## config.mk

```make
export PLATFORM = sky130hd
export DESIGN_NAME = adc_sampler
export DESIGN_NICKNAME = d
export VERILOG_FILES = /design/src/rtl/adda_pkg.sv /design/src/rtl/adc_clk_div.sv /design/src/rtl/adc_sampler.sv
export SDC_FILE = /design/constraint.sdc
export NUM_CORES = 1
export LEC_CHECK = 0
export CORE_UTILIZATION = 25
export CTS_CLUSTER_DIAMETER = 100
export DETAILED_ROUTE_END_ITERATION = 8
export PLACE_DENSITY = 0.5
export RECOVER_POWER = 25
export SLEW_MARGIN = 20
export SYNTH_ARGS = -nofsm -noshare
export SYNTH_HDL_FRONTEND = slang
export SYNTH_SLANG_ARGS = --single-unit
```

## constraint.sdc

```tcl
create_clock -name i_clk -period 2.7 [get_ports i_clk]
set_input_delay 0.54 -clock i_clk [delete_from_list [all_inputs] [get_ports i_clk]]
set_output_delay 0.54 -clock i_clk [all_outputs]
set_load 0.005 [all_outputs]
```

## src/rtl/adda_pkg.sv

```systemverilog
// Shared definitions for the J2 ADC/DAC path: sample width, default ADC
// pipeline latency and the sampler state type.
package adda_pkg;
  localparam int ADC_DATA_W   = 8;
  localparam int ADC_PIPE_LAT = 3;

  typedef enum logic [1:0] {IDLE, PRIME, RUN} state_e;
endpackage

```

## src/rtl/adc_clk_div.sv

```systemverilog
// Programmable half-period divider producing the ADC conversion clock and a
// strobe that is high on the i_clk edge where that clock falls.
module adc_clk_div #(
  parameter int DIV_W = 16
) (
  input  logic             i_clk,
  input  logic             i_rst_n,
  input  logic             i_run,
  input  logic [DIV_W-1:0] i_div,
  output logic             o_ad_clk,
  output logic             o_fall
);
  logic [DIV_W-1:0] cnt;
  logic [DIV_W-1:0] lim_m1;
  logic             wrap;

  // >= rather than == so shrinking i_div mid-count wraps immediately.
  assign lim_m1 = (i_div == '0) ? '0 : i_div - DIV_W'(1);
  assign wrap   = cnt >= lim_m1;
  assign o_fall = i_run & wrap & o_ad_clk;

  always_ff @(posedge i_clk or negedge i_rst_n) begin
    if (!i_rst_n) begin
      cnt      <= '0;
      o_ad_clk <= 1'b0;
    end else if (!i_run) begin
      cnt      <= '0;
      o_ad_clk <= 1'b0;
    end else if (wrap) begin
      cnt      <= '0;
      o_ad_clk <= ~o_ad_clk;
    end else begin
      cnt      <= cnt + DIV_W'(1);
    end
  end
endmodule

```

## src/rtl/adc_sampler.sv

```systemverilog
// ADC front end: conversion clock, start-up discard of pipeline samples,
// one-deep valid/ready output register, sticky overrun and clearable peak.
module adc_sampler
  import adda_pkg::*;
#(
  parameter int DIV_W    = 16,
  parameter int PIPE_LAT = ADC_PIPE_LAT,
  parameter int DATA_W   = ADC_DATA_W
) (
  input  logic              i_clk,
  input  logic              i_rst_n,
  input  logic              i_enable,
  input  logic [DIV_W-1:0]  i_div,
  output logic              o_ad_clk,
  input  logic [DATA_W-1:0] i_ad_data,
  output logic [DATA_W-1:0] o_sample,
  output logic              o_valid,
  input  logic              i_ready,
  output logic              o_overrun,
  input  logic              i_ovr_clr,
  output logic [DATA_W-1:0] o_peak,
  input  logic              i_peak_clr
);
  localparam int DISC_W = (PIPE_LAT > 1) ? $clog2(PIPE_LAT + 1) : 1;

  state_e            state;
  logic [DISC_W-1:0] disc;
  logic              run, fall, cap, xfer, ovr_set;

  assign run     = i_enable & (state != IDLE);
  assign cap     = fall & (state == RUN);
  assign xfer    = o_valid & i_ready;
  assign ovr_set = cap & o_valid & ~i_ready;

  adc_clk_div #(.DIV_W(DIV_W)) u_div (
    .i_clk    (i_clk),
    .i_rst_n  (i_rst_n),
    .i_run    (run),
    .i_div    (i_div),
    .o_ad_clk (o_ad_clk),
    .o_fall   (fall)
  );

  always_ff @(posedge i_clk or negedge i_rst_n) begin
    if (!i_rst_n) begin
      state <= IDLE;
      disc  <= '0;
    end else if (!i_enable) begin
      state <= IDLE;
      disc  <= '0;
    end else begin
      case (state)
        IDLE: begin
          state <= (PIPE_LAT == 0) ? RUN : PRIME;
          disc  <= '0;
        end
        PRIME: if (fall) begin
          // The PIPE_LAT-th discarded capture hands over to RUN.
          if (disc == DISC_W'(PIPE_LAT - 1)) begin
            state <= RUN;
            disc  <= '0;
          end else begin
            disc  <= disc + DISC_W'(1);
          end
        end
        default: ;
      endcase
    end
  end

  always_ff @(posedge i_clk or negedge i_rst_n) begin
    if (!i_rst_n) begin
      o_sample  <= '0;
      o_valid   <= 1'b0;
      o_overrun <= 1'b0;
      o_peak    <= '0;
    end else begin
      if (cap) begin
        o_sample <= i_ad_data;
        o_valid  <= 1'b1;
      end else if (xfer) begin
        o_valid  <= 1'b0;
      end

      if (ovr_set)        o_overrun <= 1'b1;
      else if (i_ovr_clr) o_overrun <= 1'b0;

      // A clear coinciding with a capture restarts the peak at that sample.
      if (cap && (i_peak_clr || i_ad_data > o_peak)) o_peak <= i_ad_data;
      else if (i_peak_clr)                            o_peak <= '0;
    end
  end
endmodule
```

# Yosys cells after proc, flatten, opt, wreduce, memory -nomap -nowiden
# Cells that the tools add are included.
classes:
  add_sub_neg: 3
  n_mul: 0
  div_mod_pow: 0
  n_lt_le_gt_ge: 2
  n_eq_ne: 7
  shift: 0
  muxes: 19
  n_bitwise: 9
  reduce_logical: 10
op_table:
  columns: ["op", "n"]
  rows:
  - ["16-bit two-way mux", 3]
  - ["16-bit by 1-bit adder with 16-bit output (second input constant)", 1]
  - ["16-bit greater-or-equal comparator", 1]
  - ["16-bit logical NOT", 1]
  - ["8-bit two-way mux", 2]
  - ["16-bit by 1-bit subtractor with 16-bit output (second input constant)", 1]
  - ["2-bit two-way mux", 6]
  - ["8-bit greater-than comparator", 1]
  - ["2-bit case mux with 2 select lines", 2]
  - ["2-bit nonzero test", 4]
  - ["1-bit bitwise AND", 7]
  - ["1-bit two-way mux", 6]
  - ["3-bit != test (second input constant)", 2]
  - ["2-bit == test (second input constant)", 2]
  - ["3-bit by 1-bit != test with 1-bit output (second input constant)", 1]
  - ["3-bit AND reduction", 1]
  - ["2-bit by 1-bit adder with 2-bit output (second input constant)", 1]
  - ["2-bit by 1-bit == test with 1-bit output (second input constant)", 1]
  - ["2-bit logical NOT", 1]
  - ["2-bit != test (second input constant)", 1]
  - ["1-bit NOT", 2]
  - ["2-bit AND reduction", 1]
  - ["1-bit logical AND", 1]
  - ["1-bit logical OR", 1]
word_totals:
  register_bits: 39
  latch_bits: 0
  mem_bits_rw: 0
  romBits: 0
  inputBits: 30
  output_inout_bits: 19
  elab_cells: 58
  n_memories: 0

# Logic depth before layout (Yosys ltp)
depth:
  word_depth: 9
  depth_mapped: 14
  mapped_depth_nobuf: 13

# Modules after synthesis
# A second synthesis with hierarchy kept.
unflattened:
  cells_unflattened: 274
  area_unflattened_um2: 2657.5
by_module_without_submodules:
  columns: ["mod", "instances", "cells_per_inst", "area_each_um2"]
  rows:
  - ["adc_clk_div", 1, 179, 1534.0]
  - ["adc_sampler", 1, 95, 1123.6]

# Least setup slack after synthesis
# No wires, ideal clock.
synth_timing:
  path_type: "in2reg"
  start: "input i_div[9]"
  end: "register o_sample[0]"
  arrival_ns: 4.131
  required_ns: 2.575
  setup_slack_ns: -1.556
  stages: 12
  path_buffers: 1
  cell_sequence: "or4_4 or3_4 or4_1 or3_4 and2_2 ha_1 nand2b_1 a2111oi_0 or4_1 a31o_2 clkbuf_1 mux2_2"
synth_between:
  elab_chain_cells: 6
  word_cells_on_any_way: 7
  classes_between: "1 x add/sub; 1 x order compare; 1 x mux; 3 x bitwise; 1 x reduce/logical"
synth_lines:
  columns: ["element", "line", "source"]
  rows:
  - ["from (decl)", "adc_sampler.sv:13", "input logic [DIV_W-1:0] i_div,"]
  - ["16-bit by 1-bit subtractor with 16-bit output / 16-bit logical NOT (equally long branches)", "adc_clk_div.sv:18", "assign lim_m1 = (i_div == '0) ? '0 : i_div - DIV_W'(1);"]
  - ["16-bit two-way mux *", "adc_clk_div.sv:18", null]
  - ["16-bit greater-or-equal comparator *", "adc_clk_div.sv:19", "assign wrap = cnt >= lim_m1;"]
  - ["1-bit bitwise AND * (2 in a row)", "adc_clk_div.sv:20", "assign o_fall = i_run & wrap & o_ad_clk;"]
  - ["1-bit bitwise AND *", "adc_sampler.sv:31", "assign cap = fall & (state == RUN);"]
  - ["to (signal assigned)", "adc_sampler.sv:79", "o_sample <= i_ad_data;"]
  - ["to (decl)", "adc_sampler.sv:16", "output logic [DATA_W-1:0] o_sample,"]
# Every way passes the cells marked *; elsewhere a longest branch is shown, timed or not.
# A chain may end at the register's enable or synchronous reset.

# Worst setup path in the final report
layout_timing:
  start: "input i_div[6]"
  end: "register o_peak[2]"
layout_between:
  elab_chain_cells: 8
  word_cells_on_any_way: 10
  classes_between: "1 x add/sub; 1 x order compare; 2 x mux; 3 x bitwise; 3 x reduce/logical"
layout_lines:
  columns: ["element", "line", "source"]
  rows:
  - ["16-bit by 1-bit subtractor with 16-bit output / 16-bit logical NOT (equally long branches)", "adc_clk_div.sv:18", null]
  - ["16-bit two-way mux *", "adc_clk_div.sv:18", null]
  - ["16-bit greater-or-equal comparator *", "adc_clk_div.sv:19", null]
  - ["1-bit bitwise AND * (2 in a row)", "adc_clk_div.sv:20", null]
  - ["1-bit bitwise AND *", "adc_sampler.sv:31", null]
  - ["1-bit logical AND *", "adc_sampler.sv:89", "if (cap && (i_peak_clr || i_ad_data > o_peak)) o_peak <= i_ad_data;"]
  - ["8-bit two-way mux / 2-bit nonzero test (equally long branches)", null, null]
  - ["to (signal assigned)", "adc_sampler.sv:89", null]
  - ["to (decl)", "adc_sampler.sv:21", "output logic [DATA_W-1:0] o_peak,"]
# Marked as above.

==> reports/qor.yml <==
grt_first_pass_wirelength_mm: 10.3
worstSetupStartpointType: "input port"
die_h_um: 103
finalSetupViolations: 39
viasPerCell: 4.53
root_buffer: "clkbuf_8"
drtPass1Iterations: 6
stdcell_area_um2: 3920
drive_gt1_share_pct: 30.8
holdCritPathClass: "reg2reg"
insertion_delay_ns: 0.29
syn-instance-count: 266
critPathMaxStageDelay_ns: 0.56
ir_worst_vdd_mv: 0.176
critical_path_arrival_ns: 4.18
cp_max_fo: 8
vias: 2251
layout.cells.non_filler: 497
status: "finished with violations"
route.detailed.wl_per_inst_um: 12.4
synth_fp_nets: 323
worst_slack_ns: -1.29
critical_path.top_delay_family: "simple AND/OR/NAND/NOR gates"
worstSetupPathType: "in2reg"
powerDensity_nw_per_um2: 343
gr-total-overflow: 0
antenna_found_initial: 0
grt_pass1_vias: 2233
drcViolationCount: 0
synth_edf_count: 0
cts_tree: "yes"
violations: "max-capacitance violations, max-slew violations, negative setup slack"
port_buffers: 48
async_flop_share_pct: 100
design.die.area_um2: 10600
ant_nets: 0
htreeDepth: 2
worstMarginPinSlew_ns: 2.08
cp_num_buf_inv: 1
setup-tns-final_ns: -46.43
grt_max_degree: 40
grt_usage_pct: 12.4
fmax_mhz: 251
cts_hold_buf: 0
initial_utilization_pct: 25.9
rsz0062_at_grt: "yes"
ios: 49
fin_total_pwr_mw: 1.34
min_period_over_period_pct: 148
synth_ff_type: "dfrtp_1"
path_clk_slew_ns: 0.08
place_area_um2: 3510
core_area_um2: 9820
drt_wl_total_mm: 6.16
fin_crit_ns: 3.99
area_growth_pct: 53.9
cts.path.max_buffers: 2
slowest_stage: "or4_4"
fin_nets: 421
drv_cap: 1
ys_types: 42
hpwl_mm: 4.69
dp_cells: 481
yosys_register_bits: 39
syn_area_um2: 2550
gp_congestion: 0.776
critPathCaptureType: "register"
crit_required_ns: 2.89
fin_skew_ns: 0.00875
cts_inserted_buffers: 5
die_w_um: 103
yosys_warnings: 0
drtIter0Drc: 86
antennaDiodeCount: 0
synth_area_per_cell_um2: 9.58
p_leak_nw: 1.71
cpMostUsedCell: "or4_4"
ys_seq_area_share_pct: 38.3
hold_viol: 0
worstPathCellList: "buf_6 -> or4_4 -> or3_4 -> or4_4 -> or3_4 -> and2_4 -> ha_4 -> nand2b_4 -> a2111oi_4 -> or4_4 -> a31o_4 -> o21ba_4 -> a22o_1"
slew_violations: 40
numClockSinks: 39
relSlewSlack_pct: -38.6
rows: 36
==> cell usage after synthesis (2+ instances only) <==
library cell  number  area, µm²
nor2_1            30        113
nand3b_1           2       15.0
xnor2_1            9       78.8
and4_1             3       26.3
ha_1              27        338
nor4_1             2       12.5
xor2_1            18        158
a22o_1            10       87.6
a21oi_1           11       55.1
dfrtp_1           39        976
nor3_1             6       30.0
o21ai_0            5       25.0
and3_1             3       18.8
and2_1             3       18.8
or4_1              2       15.0
clkbuf_1           3       11.3
o21a_1             2       15.0
nand4_1            6       37.5
or3_4              2       22.5
inv_1             14       52.6
nor2b_1            4       25.0
nand2b_1           2       12.5
nand3_1            9       45.0
nand2_1           27        101
mux2_2            10        113
==> worst register-to-register path: cells and delay by family, from the launching register on <==
kind | cells | cell delay [ns]
compound gates | 4 | 0.79
fa+ha+maj | 1 | 0.26
buf+inv | 1 | 0.11
flops | 1 | 0.43
simple gates | 2 | 0.68
==> cells in the final DEF, fill, tap and decap left out, types with 3 or more instances in the layout <==
| cell type | synthesis | final |
|---|---|---|
| nand4_1 | 6 | 6 |
| xor2_1 | 18 | 18 |
| or4_4 | 1 | 4 |
| ha_4 | 0 | 5 |
| nor2b_1 | 4 | 4 |
| clkdlybuf4s50_1 | 0 | 43 |
| ha_1 | 27 | 21 |
| nand3_1 | 9 | 9 |
| nand2_2 | 0 | 4 |
| mux2_4 | 0 | 3 |
| nand2_1 | 27 | 22 |
| mux2_2 | 10 | 7 |
| nor3_1 | 6 | 5 |
| xnor2_1 | 9 | 9 |
| dfrtp_1 | 39 | 39 |
| o21ai_0 | 5 | 4 |
| a21oi_1 | 11 | 10 |
| nor2_2 | 0 | 6 |
| nor2_1 | 30 | 13 |
| buf_6 | 1 | 10 |
| inv_1 | 14 | 14 |
| buf_4 | 0 | 36 |
| nor2_4 | 0 | 11 |
| a22o_1 | 10 | 10 |
| and3_1 | 3 | 3 |
| clkbuf_8 | 0 | 6 |
==> area by class of cell <==
cell class,instances,area [µm²]
Timing Repair Buffer,95,877
Tap cell,133,166
Multi-Input combinational cell,209,1760
Sequential cell,39,976
Fill cell,1009,5900
Inverter,14,52.6
Clock buffer,6,82.6
Clock inverter,1,5.00
==> stage by stage <==
step,worst slack (ns),utilization [%],hold WS [ns]
finish,-1.29,39.9,0.512
global route,-1.38,39.9,0.528
CTS,-1.44,37.8,0.392
detailed placement,-2.02,35.8,0.482
global placement,-1.96,35.8,0.472
floorplan,-1.49,-,0.244
==> layer usage <==
metal  track usage, %  wire length, µm  vias to the layer above
li1                 -                -                     1130
met1             15.5             2870                     1058
met2             21.4             2930                       56
met3             2.31              284                        7
met4             4.23               71                        0
met5                0                0                        -
==> power breakdown <==
group / total [mW] / internal, mW / leakage, nW / switching (mW)
logic: 0.320 / 0.182 / 1.13 / 0.138
clock network: 0.398 / 0.200 / 0.0470 / 0.197
registers: 0.627 / 0.603 / 0.538 / 0.0239
total: 1.34 / 0.985 / 1.71 / 0.359
==> path summary, 6_finish.rpt <==
kind	start	endpoint	slack (ns)	depth (start not counted)
setup / recovery	i_div[6]	o_peak[2]	-1.29	13
max in group asynchronous	i_rst_n	u_div.cnt[13]	0.67	1
hold reg to reg	o_sample[6]	o_sample[6]	0.51	1
setup reg to reg	u_div.cnt[0]	o_peak[2]	0.33	8
hold / removal	o_sample[6]	o_sample[6]	0.51	1
min in group asynchronous	i_rst_n	o_peak[7]	0.84	1
==> sequential cells by signal, indices dropped and copies added, names as in the netlist <==
signal / count
o_peak: 8
o_overrun: 1
u_div.cnt: 16
state: 2
o_sample: 8
disc: 2
u_div.o_ad_clk: 1
o_valid: 1
==> logic make-up (layout without fill, tap and decap cells) <==
logic type / count (synthesis) / count (layout) / synth area share, %
mux: 11 / 11 / 4.81
buf+inv: 18 / 116 / 2.95
flops: 39 / 39 / 38.3
compound gates: 36 / 36 / 9.63
fa+ha+maj: 27 / 27 / 13.3
xor+xnor: 27 / 27 / 9.28
simple gates: 108 / 108 / 21.8
==> what timing repair did <==
action                                  CTS  global route
resized for setup                        34            41
pin swaps                                21            25
endpoints found under the setup margin   39            39
buffers inserted                          5             3
cloned                                    0             1
(Power assumes the default switching activity.)
